$ cat src/rtl/mix_columns_seq.sv
// ============================================================================
// mix_columns_seq : AES MixColumns, one column per clock, valid/ready both ends
// Optional INV_MIXCOL_EN adds an 'inv' port selecting InvMixColumns.
// Rev 1.0
// ============================================================================
`default_nettype none

module mix_columns_seq #(
  parameter int NCOL = 4
) (
  input  logic                 clk,
  input  logic                 rst_n,
  input  logic                 in_valid,
  output logic                 in_ready,
  input  logic [32*NCOL-1:0]   in_state,
`ifdef INV_MIXCOL_EN
  input  logic                 inv,
`endif
  output logic                 out_valid,
  input  logic                 out_ready,
  output logic [32*NCOL-1:0]   out_state
);

  localparam int COL_W = $clog2(NCOL);

  localparam logic [1:0] S_IDLE = 2'd0;
  localparam logic [1:0] S_BUSY = 2'd1;
  localparam logic [1:0] S_DONE = 2'd2;

  logic [1:0]          state_q, state_d;
  logic [COL_W-1:0]    col_cnt_q, col_cnt_d;
  logic [32*NCOL-1:0]  data_q, data_d;
  logic [32*NCOL-1:0]  out_state_q, out_state_d;
  logic [31:0]         col_in, col_out;
`ifdef INV_MIXCOL_EN
  logic                inv_q, inv_d;
`endif

  function automatic logic [7:0] xt(input logic [7:0] a);
    return {a[6:0], 1'b0} ^ (a[7] ? 8'h1b : 8'h00);
  endfunction

  function automatic logic [31:0] fwd_mix(input logic [31:0] c);
    logic [7:0] a0, a1, a2, a3;
    a0 = c[31:24]; a1 = c[23:16]; a2 = c[15:8]; a3 = c[7:0];
    return {xt(a0) ^ xt(a1) ^ a1 ^ a2 ^ a3,
            a0 ^ xt(a1) ^ xt(a2) ^ a2 ^ a3,
            a0 ^ a1 ^ xt(a2) ^ xt(a3) ^ a3,
            xt(a0) ^ a0 ^ a1 ^ a2 ^ xt(a3)};
  endfunction

`ifdef INV_MIXCOL_EN
  // Packs {0e*a, 0b*a, 0d*a, 09*a} built from chained xtime.
  function automatic logic [31:0] inv_mul(input logic [7:0] a);
    logic [7:0] x2, x4, x8;
    x2 = xt(a); x4 = xt(x2); x8 = xt(x4);
    return {x8 ^ x4 ^ x2, x8 ^ x2 ^ a, x8 ^ x4 ^ a, x8 ^ a};
  endfunction

  function automatic logic [31:0] inv_mix(input logic [31:0] c);
    logic [31:0] m0, m1, m2, m3;
    m0 = inv_mul(c[31:24]); m1 = inv_mul(c[23:16]);
    m2 = inv_mul(c[15:8]);  m3 = inv_mul(c[7:0]);
    // Field order in m*: [31:24]=e, [23:16]=b, [15:8]=d, [7:0]=9
    return {m0[31:24] ^ m1[23:16] ^ m2[15:8]  ^ m3[7:0],
            m0[7:0]   ^ m1[31:24] ^ m2[23:16] ^ m3[15:8],
            m0[15:8]  ^ m1[7:0]   ^ m2[31:24] ^ m3[23:16],
            m0[23:16] ^ m1[15:8]  ^ m2[7:0]   ^ m3[31:24]};
  endfunction
`endif

  always_ff @(posedge clk or negedge rst_n) begin
    if (!rst_n) begin
      state_q     <= S_IDLE;
      col_cnt_q   <= '0;
      data_q      <= '0;
      out_state_q <= '0;
`ifdef INV_MIXCOL_EN
      inv_q       <= 1'b0;
`endif
    end else begin
      state_q     <= state_d;
      col_cnt_q   <= col_cnt_d;
      data_q      <= data_d;
      out_state_q <= out_state_d;
`ifdef INV_MIXCOL_EN
      inv_q       <= inv_d;
`endif
    end
  end

  always_comb begin
    state_d = state_q;
    case (state_q)
      S_IDLE:  if (in_valid) state_d = S_BUSY;
      S_BUSY:  if (col_cnt_q == COL_W'(NCOL-1)) state_d = S_DONE;
      S_DONE:  if (out_ready) state_d = S_IDLE;
      default: state_d = S_IDLE;
    endcase
  end

  always_comb begin
    in_ready  = (state_q == S_IDLE);
    out_valid = (state_q == S_DONE);
  end

  always_comb begin
    col_in = '0;
    for (int c = 0; c < NCOL; c++) begin
      if (col_cnt_q == COL_W'(c)) col_in = data_q[32*NCOL-1-32*c -: 32];
    end
    col_out = fwd_mix(col_in);
`ifdef INV_MIXCOL_EN
    if (inv_q) col_out = inv_mix(col_in);
`endif
  end

  always_comb begin
    col_cnt_d   = col_cnt_q;
    data_d      = data_q;
    out_state_d = out_state_q;
`ifdef INV_MIXCOL_EN
    inv_d       = inv_q;
`endif
    if (state_q == S_IDLE && in_valid) begin
      data_d    = in_state;
      col_cnt_d = '0;
`ifdef INV_MIXCOL_EN
      inv_d     = inv;
`endif
    end else if (state_q == S_BUSY) begin
      for (int c = 0; c < NCOL; c++) begin
        if (col_cnt_q == COL_W'(c)) out_state_d[32*NCOL-1-32*c -: 32] = col_out;
      end
      col_cnt_d = col_cnt_q + 1'b1;
    end
  end

  assign out_state = out_state_q;

endmodule

`default_nettype wire

$ cat config.mk
export PLATFORM = sky130hd
export DESIGN_NAME = mix_columns_seq
export DESIGN_NICKNAME = d
export VERILOG_FILES = /design/src/rtl/mix_columns_seq.sv
export SDC_FILE = /design/constraint.sdc
export NUM_CORES = 1
export LEC_CHECK = 0
export CORE_ASPECT_RATIO = 0.75
export CORE_MARGIN = 2
export CORE_UTILIZATION = 45
export CTS_BUF_LIST = sky130_fd_sc_hd__clkbuf_16
export DETAILED_ROUTE_END_ITERATION = 10
export PLACE_DENSITY_LB_ADDON = 0.12
export REMOVE_ABC_BUFFERS = 1
export SLEW_MARGIN = 20
export SYNTH_ARGS = -nofsm -noshare
export SYNTH_HDL_FRONTEND = slang
export SYNTH_SLANG_ARGS = --single-unit
export TNS_END_PERCENT = 1
$ cat constraint.sdc
create_clock -name clk -period 3.4 [get_ports clk]
set_input_delay 0.68 -clock clk [delete_from_list [all_inputs] [get_ports clk]]
set_output_delay 0.68 -clock clk [all_outputs]
set_load 0.03 [all_outputs]
==> PnR_summary.wiki, run 1 <==
{| class="wikitable"
! Metric !! Value
|-
| Commonest non-fill, non-tap cells in the layout || dfrtp_1 (260), clkdlybuf4s50_1 (260), nand2_1 (129), mux2_2 (127), o21ai_0 (67)
|-
| Cts bufs inserted || 26
|-
| Family of cells with the greatest summed delay on the critical path || compound AO/OA/AOI/OAI gates
|-
| Starting utilization of the core area || 45.9%
|-
| Endpoint required time on the critical path || 3830 ps
|-
| Post-CTS Setup Bufs || 0
|-
| Multi-input gate area || 5650 sq um
|-
| Clock transition at path regs || 60 ps
|-
| Buffer and inverter count on the worst path || 1
|-
| WP data arrival || 3630 ps
|-
| Library cell used as clock root buffer || clkbuf_16
|-
| Synth-to-Final Area Change || 32.3%
|-
| Share of the clock period used by the worst path after layout || 94.4%
|-
| Io pins || 262
|-
| Area of the die || 29000 sq um
|-
| Number of levels the H-tree was split into || 1
|-
| ANT nets after route || 0
|-
| Detailed placer's ending HPWL || 26500 um
|-
| Clock network latency to the later pin of the worst-skew pair || 530 ps
|-
| Worst min-delay path class || in2async
|-
| Routed Wire Length || 36100 um
|-
| Number of detailed-routing iterations run before antenna repair || 5
|-
| Portion of the post-synthesis area used by sequential elements || 52.3%
|-
| Die outline width || 196 um
|-
| Placed insts || 1622
|-
| Post-Layout Cell Count || 1670
|-
| Final hold violations || 0
|-
| Sink count of the clock tree || 260
|-
| Skew final || 9.74 ps
|-
| Pre-CTS setup slack || 129 ps
|-
| Max Buffers Root-to-Sink || 3
|-
| Post-CTS Resized || 0
|-
| First-pass GRT wire length || 55700 um
|-
| Worst slew margin || 40.0%
|-
| Count of standard-cell rows || 52
|-
| Fraction of final layout cells with drive strength greater than 1 || 19.1%
|-
| Netlist Area Pre-Place || 12400 sq um
|-
| Avg WL per Cell || 21.6 um
|-
| Mean area per synthesized cell || 11.9 sq um
|-
| Total area of sequential cells || 6510 sq um
|-
| Synth Flop Type || dfrtp_1
|-
| Total GRT Usage || 24.9%
|-
| Antenna cells || 0
|-
| Kind of critical path || reg2reg
|-
| Max-cap viol count || 0
|-
| Delay of the slowest critical-path stage || 550 ps
|-
| Setup repair after global routing missed its margin || yes
|-
| Endpoints failing setup || 0
|-
| Sequence of cells on the critical path || ha_1, nand2b_4, buf_4, o22ai_1, o211ai_1, a211oi_1, o211a_1, o31ai_1
|-
| Biggest fanout along the worst timing path || 20
|-
| Via count of the first global-routing pass || 9429
|-
| Fmax || 0.312 GHz
|-
| Final critical-path required period || 3210 ps
|-
| Total gr overflow || 0
|-
| Via Count || 9699
|-
| Critical path capture point type || flip-flop
|-
| Violation count after the first detailed-route iteration || 626
|-
| Run status || complete, no violations
|-
| Number of warnings printed during yosys synthesis || 0
|-
| Number of flip-flops and latches in the synthesized netlist || 260
|-
| CP max stage cell || o211ai_1
|-
| Chip height || 148 um
|-
| Number of synthesized flops with an enable pin || 0
|-
| Final RePlAce weighted congestion || 0.894
|-
| Async S/R FF share, synth || 100%
|-
| Hold slack final || 54.4 ps
|-
| Largest net degree at the start of global routing || 79
|-
| Actual slew at the worst max-slew pin || 896 ps
|-
| Avg Vias per Cell || 5.81
|-
| Startpoint type of the worst setup path || flip-flop
|-
| Max Transition Viols Final || 0
|-
| DRC || 0
|-
| Sum of negative setup slack || 0 ps
|-
| Cts-stage hold buffer count || 0
|-
| Quantity of I/O buffers inserted on ports || 261
|-
| Number of different library cells in the post-synthesis netlist || 48
|-
| Fillers || 2204
|-
| Post-layout worst setup margin || 192 ps
|-
| Antenna violations before repair || 5
|-
| Area of the placeable core || 27100 sq um
|-
| TritonCTS clock tree || yes
|-
| Synthesized instance count || 1046
|-
| # nets final || 1435
|}
-- through the flow --
stage | area [sq um] | util [%]
2_1_floorplan | 12100 | -
3_5_place_dp | 15500 | 57.3
3_3_place_gp | 15500 | 57.3
5_1_grt | 16400 | 60.8
6_report | 16400 | 60.8
4_1_cts | 16400 | 60.7
-- final cells by class --
cell class / count / share of cell area, %
flip-flops and latches: 260 / 39.6
multi-input cells: 714 / 34.3
repair buffers: 292 / 17.7
well taps: 351 / 2.67
clock inverters: 21 / 1.52
clock buffers: 27 / 4.11
inverters: 5 / 0.114
-- kinds of logic after synthesis --
logic type	after synthesis	share of synthesized area [%]
AO/OA/AOI/OAI	352	22.0
flip-flops	260	52.3
AND/OR/NAND/NOR	201	6.68
multiplexers	127	11.5
buffers and inverters	72	2.58
XOR/XNOR	30	4.48
adder cells (fa/ha/maj)	4	0.403
-- per-layer routing --
metal	track usage, %	wire length [um]	vias up
met1	37.4	17100	4857
met4	5.19	649	10
li1	-	-	4480
met2	37.6	15800	305
met5	0	68	-
met3	5.07	2430	47
-- state kept, by name, indices dropped and copies added, names as in the netlist --
signal     flops
out_state    128
data_q       128
state_q        2
col_cnt_q      2
-- synth_stat cells, types with 6 or more instances --
cell type  count  area [sq um]
dfrtp_1      260          6510
nand2_1      133           499
mux2_2       127          1430
o21ai_0       67           335
o31ai_1       48           360
clkbuf_1      46           173
a211oi_1      43           323
nor2_1        41           154
o21ai_1       27           135
o211a_1       25           250
o22ai_1       25           156
a221o_1       19           190
a211oi_2      17           213
xnor3_1       17           383
a221oi_2      16           240
o211ai_1      16           120
o22a_1        15           131
buf_2         13          65.1
a221oi_1      12           105
or3_1         11          68.8
a21oi_1        7          35.0
nand2b_1       6          37.5
xnor2_1        6          52.6
-- path summary, 6_finish.rpt --
check,from,endpoint,slack (ps),depth (start not counted)
worst max-delay path,col_cnt_q[1]$_DFFE_PN0P_,out_state[11]$_DFFE_PN0P_,190,8
worst min-delay path,rst_n,out_state[122]$_DFFE_PN0P_,50,1
worst max register to register,col_cnt_q[1]$_DFFE_PN0P_,out_state[11]$_DFFE_PN0P_,190,8
worst min register to register,out_state[1]$_DFFE_PN0P_,out_state[1]$_DFFE_PN0P_,480,2
max in group asynchronous,rst_n,out_state[66]$_DFFE_PN0P_,2380,2
min in group clk,out_state[1]$_DFFE_PN0P_,out_state[1]$_DFFE_PN0P_,480,2
Power of run 1 is left out: the tool's default activity adds up to more than one toggle a clock period on the data nets, which glitch-free logic cannot reach.
==> run 2: changes to the inputs <==
==> constraint.sdc (replaced) <==
create_clock -name clk -period 3.4 [get_ports clk]
set_input_delay 0.34 -clock clk [delete_from_list [all_inputs] [get_ports clk]]
set_output_delay 0.34 -clock clk [all_outputs]
set_load 0.03 [all_outputs]
==> run 2 against run 1 <==
First-iteration DRC count down 0.64%. Sequential cell count unchanged. Hold slack improved by 310 ps. Fmax is 1.2% lower. Global-route usage up 0.34 points. Non-clock buffer count up 3. Register-to-register slack worse by 40 ps.
==> PnR_summary.wiki, run 2 (same netlist as run 1, synthesis figures left out) <==
{| class="wikitable"
! Metric !! Value
|-
| Final hold violations || 0
|-
| Core occupancy in the finished layout || 60.7%
|-
| Synth-to-Final Area Change || 32.1%
|-
| Avg Vias per Cell || 5.81
|-
| Kind of critical path || reg2reg
|-
| Io pins || 262
|-
| Setup repair after global routing missed its margin || no
|-
| Chip height || 148 um
|-
| Routed Wire Length || 36500 um
|-
| Critical path capture point type || flip-flop
|-
| Skew final || 18.8 ps
|-
| ANT nets after route || 0
|-
| Pre-CTS setup slack || 284 ps
|-
| WP data arrival || 3640 ps
|-
| Actual slew at the worst max-slew pin || 737 ps
|-
| Avg WL per Cell || 21.8 um
|-
| Quantity of I/O buffers inserted on ports || 261
|-
| Share of the clock period used by the worst path after layout || 95.5%
|-
| Endpoint required time on the critical path || 3790 ps
|-
| Final RePlAce weighted congestion || 0.883
|-
| Die outline width || 196 um
|-
| Post-layout worst setup margin || 151 ps
|-
| Number of levels the H-tree was split into || 1
|-
| Area of the die || 29000 sq um
|-
| DRC || 0
|-
| Final critical-path required period || 3250 ps
|-
| Fmax || 0.308 GHz
|-
| Max Buffers Root-to-Sink || 3
|-
| Worst slew margin || 50.6%
|-
| Endpoints failing setup || 0
|-
| Antenna violations before repair || 4
|-
| Total gr overflow || 0
|-
| Number of detailed-routing iterations run before antenna repair || 6
|-
| Cts bufs inserted || 26
|-
| Startpoint of the worst-slack reg-to-reg timing path || col_cnt_q[0]$_DFFE_PN0P_
|-
| Library cell used as clock root buffer || clkbuf_16
|-
| Biggest fanout along the worst timing path || 19
|-
| Clock network latency to the later pin of the worst-skew pair || 540 ps
|-
| Detailed placer's ending HPWL || 26600 um
|-
| Worst min-delay path class || in2reg
|-
| Fraction of final layout cells with drive strength greater than 1 || 19.1%
|-
| First-pass GRT wire length || 56600 um
|-
| Via count of the first global-routing pass || 9743
|-
| Total GRT Usage || 25.2%
|-
| Sum of negative setup slack || 0 ps
|-
| TritonCTS clock tree || yes
|-
| Hold path startpoint || in_state[38]
|-
| Startpoint type of the worst setup path || flip-flop
|-
| Violation count after the first detailed-route iteration || 622
|-
| Clock transition at path regs || 70 ps
|-
| Largest net degree at the start of global routing || 130
|-
| Commonest non-fill, non-tap cells in the layout || dfrtp_1 (260), clkdlybuf4s50_1 (260), nand2_1 (129), mux2_2 (127), o21ai_0 (67)
|-
| Area of the placeable core || 27100 sq um
|-
| Run status || complete, no violations
|-
| Max Transition Viols Final || 0
|-
| # nets final || 1438
|-
| Count of standard-cell rows || 52
|-
| Max-cap viol count || 0
|-
| Timing startpoint of the critical path || col_cnt_q[0]$_DFFE_PN0P_
|-
| Starting utilization of the core area || 45.9%
|-
| Sink count of the clock tree || 260
|-
| Via Count || 9732
|}
## run 2: area by class of cell
| cell class | instances | area (sq um) |
|---|---|---|
| Antenna cell | 2 | 5.00 |
| Sequential cell | 260 | 6510 |
| Clock inverter | 20 | 191 |
| Tap cell | 351 | 439 |
| Clock buffer | 27 | 676 |
| Multi-Input combinational cell | 714 | 5650 |
| Inverter | 5 | 18.8 |
| Timing Repair Buffer | 295 | 2940 |
| Fill cell | 2268 | 10600 |
## run 2: stage by stage
stage	hold slack (ps)	instance area (sq um)	std cells
global route	373	16400	1672
finish	365	16400	1674
global placement	353	15500	1624
CTS	355	16400	1672
floorplan	44.4	12100	979
detailed placement	347	15500	1624
## run 2: worst paths after layout
path                                         endpoint  slack, ps  cells after the start
hold / removal                 data_q[38]$_DFFE_PN0P_        360                      3
hold reg to reg             out_state[35]$_DFFE_PN0P_        480                      2
setup reg to reg            out_state[20]$_DFFE_PN0P_        150                      8
min in group asynchronous      data_q[17]$_DFFE_PN0P_        370                      2
max in group asynchronous  out_state[120]$_DFFE_PN0P_       2030                      3
setup / recovery            out_state[20]$_DFFE_PN0P_        150                      8
## run 2: per-layer routing
layer	vias up	wire (um)	global-route usage [%]
met4	4	637	4.62
met3	52	2400	4.70
met5	-	25	0
li1	4479	-	-
met1	4889	17300	37.6
met2	308	16100	39.0
## run 2: worst max-delay path, stage by stage (launching register included)
cell and delay, ps:
dfrtp_1 420, ha_1 350, nand2b_2 310, buf_4 250, o21ai_0 410, o211ai_1 280, a211oi_1 670, o211a_1 300
o31ai_1 100
## run 2: timing repair
action,CTS,global route
hold buffers,1,0
hold endpoints to repair,74,0
setup buffers,0,0
endpoints found under the setup margin,0,4
gates resized for setup,0,4
Power of run 2 is left out for the same reason.
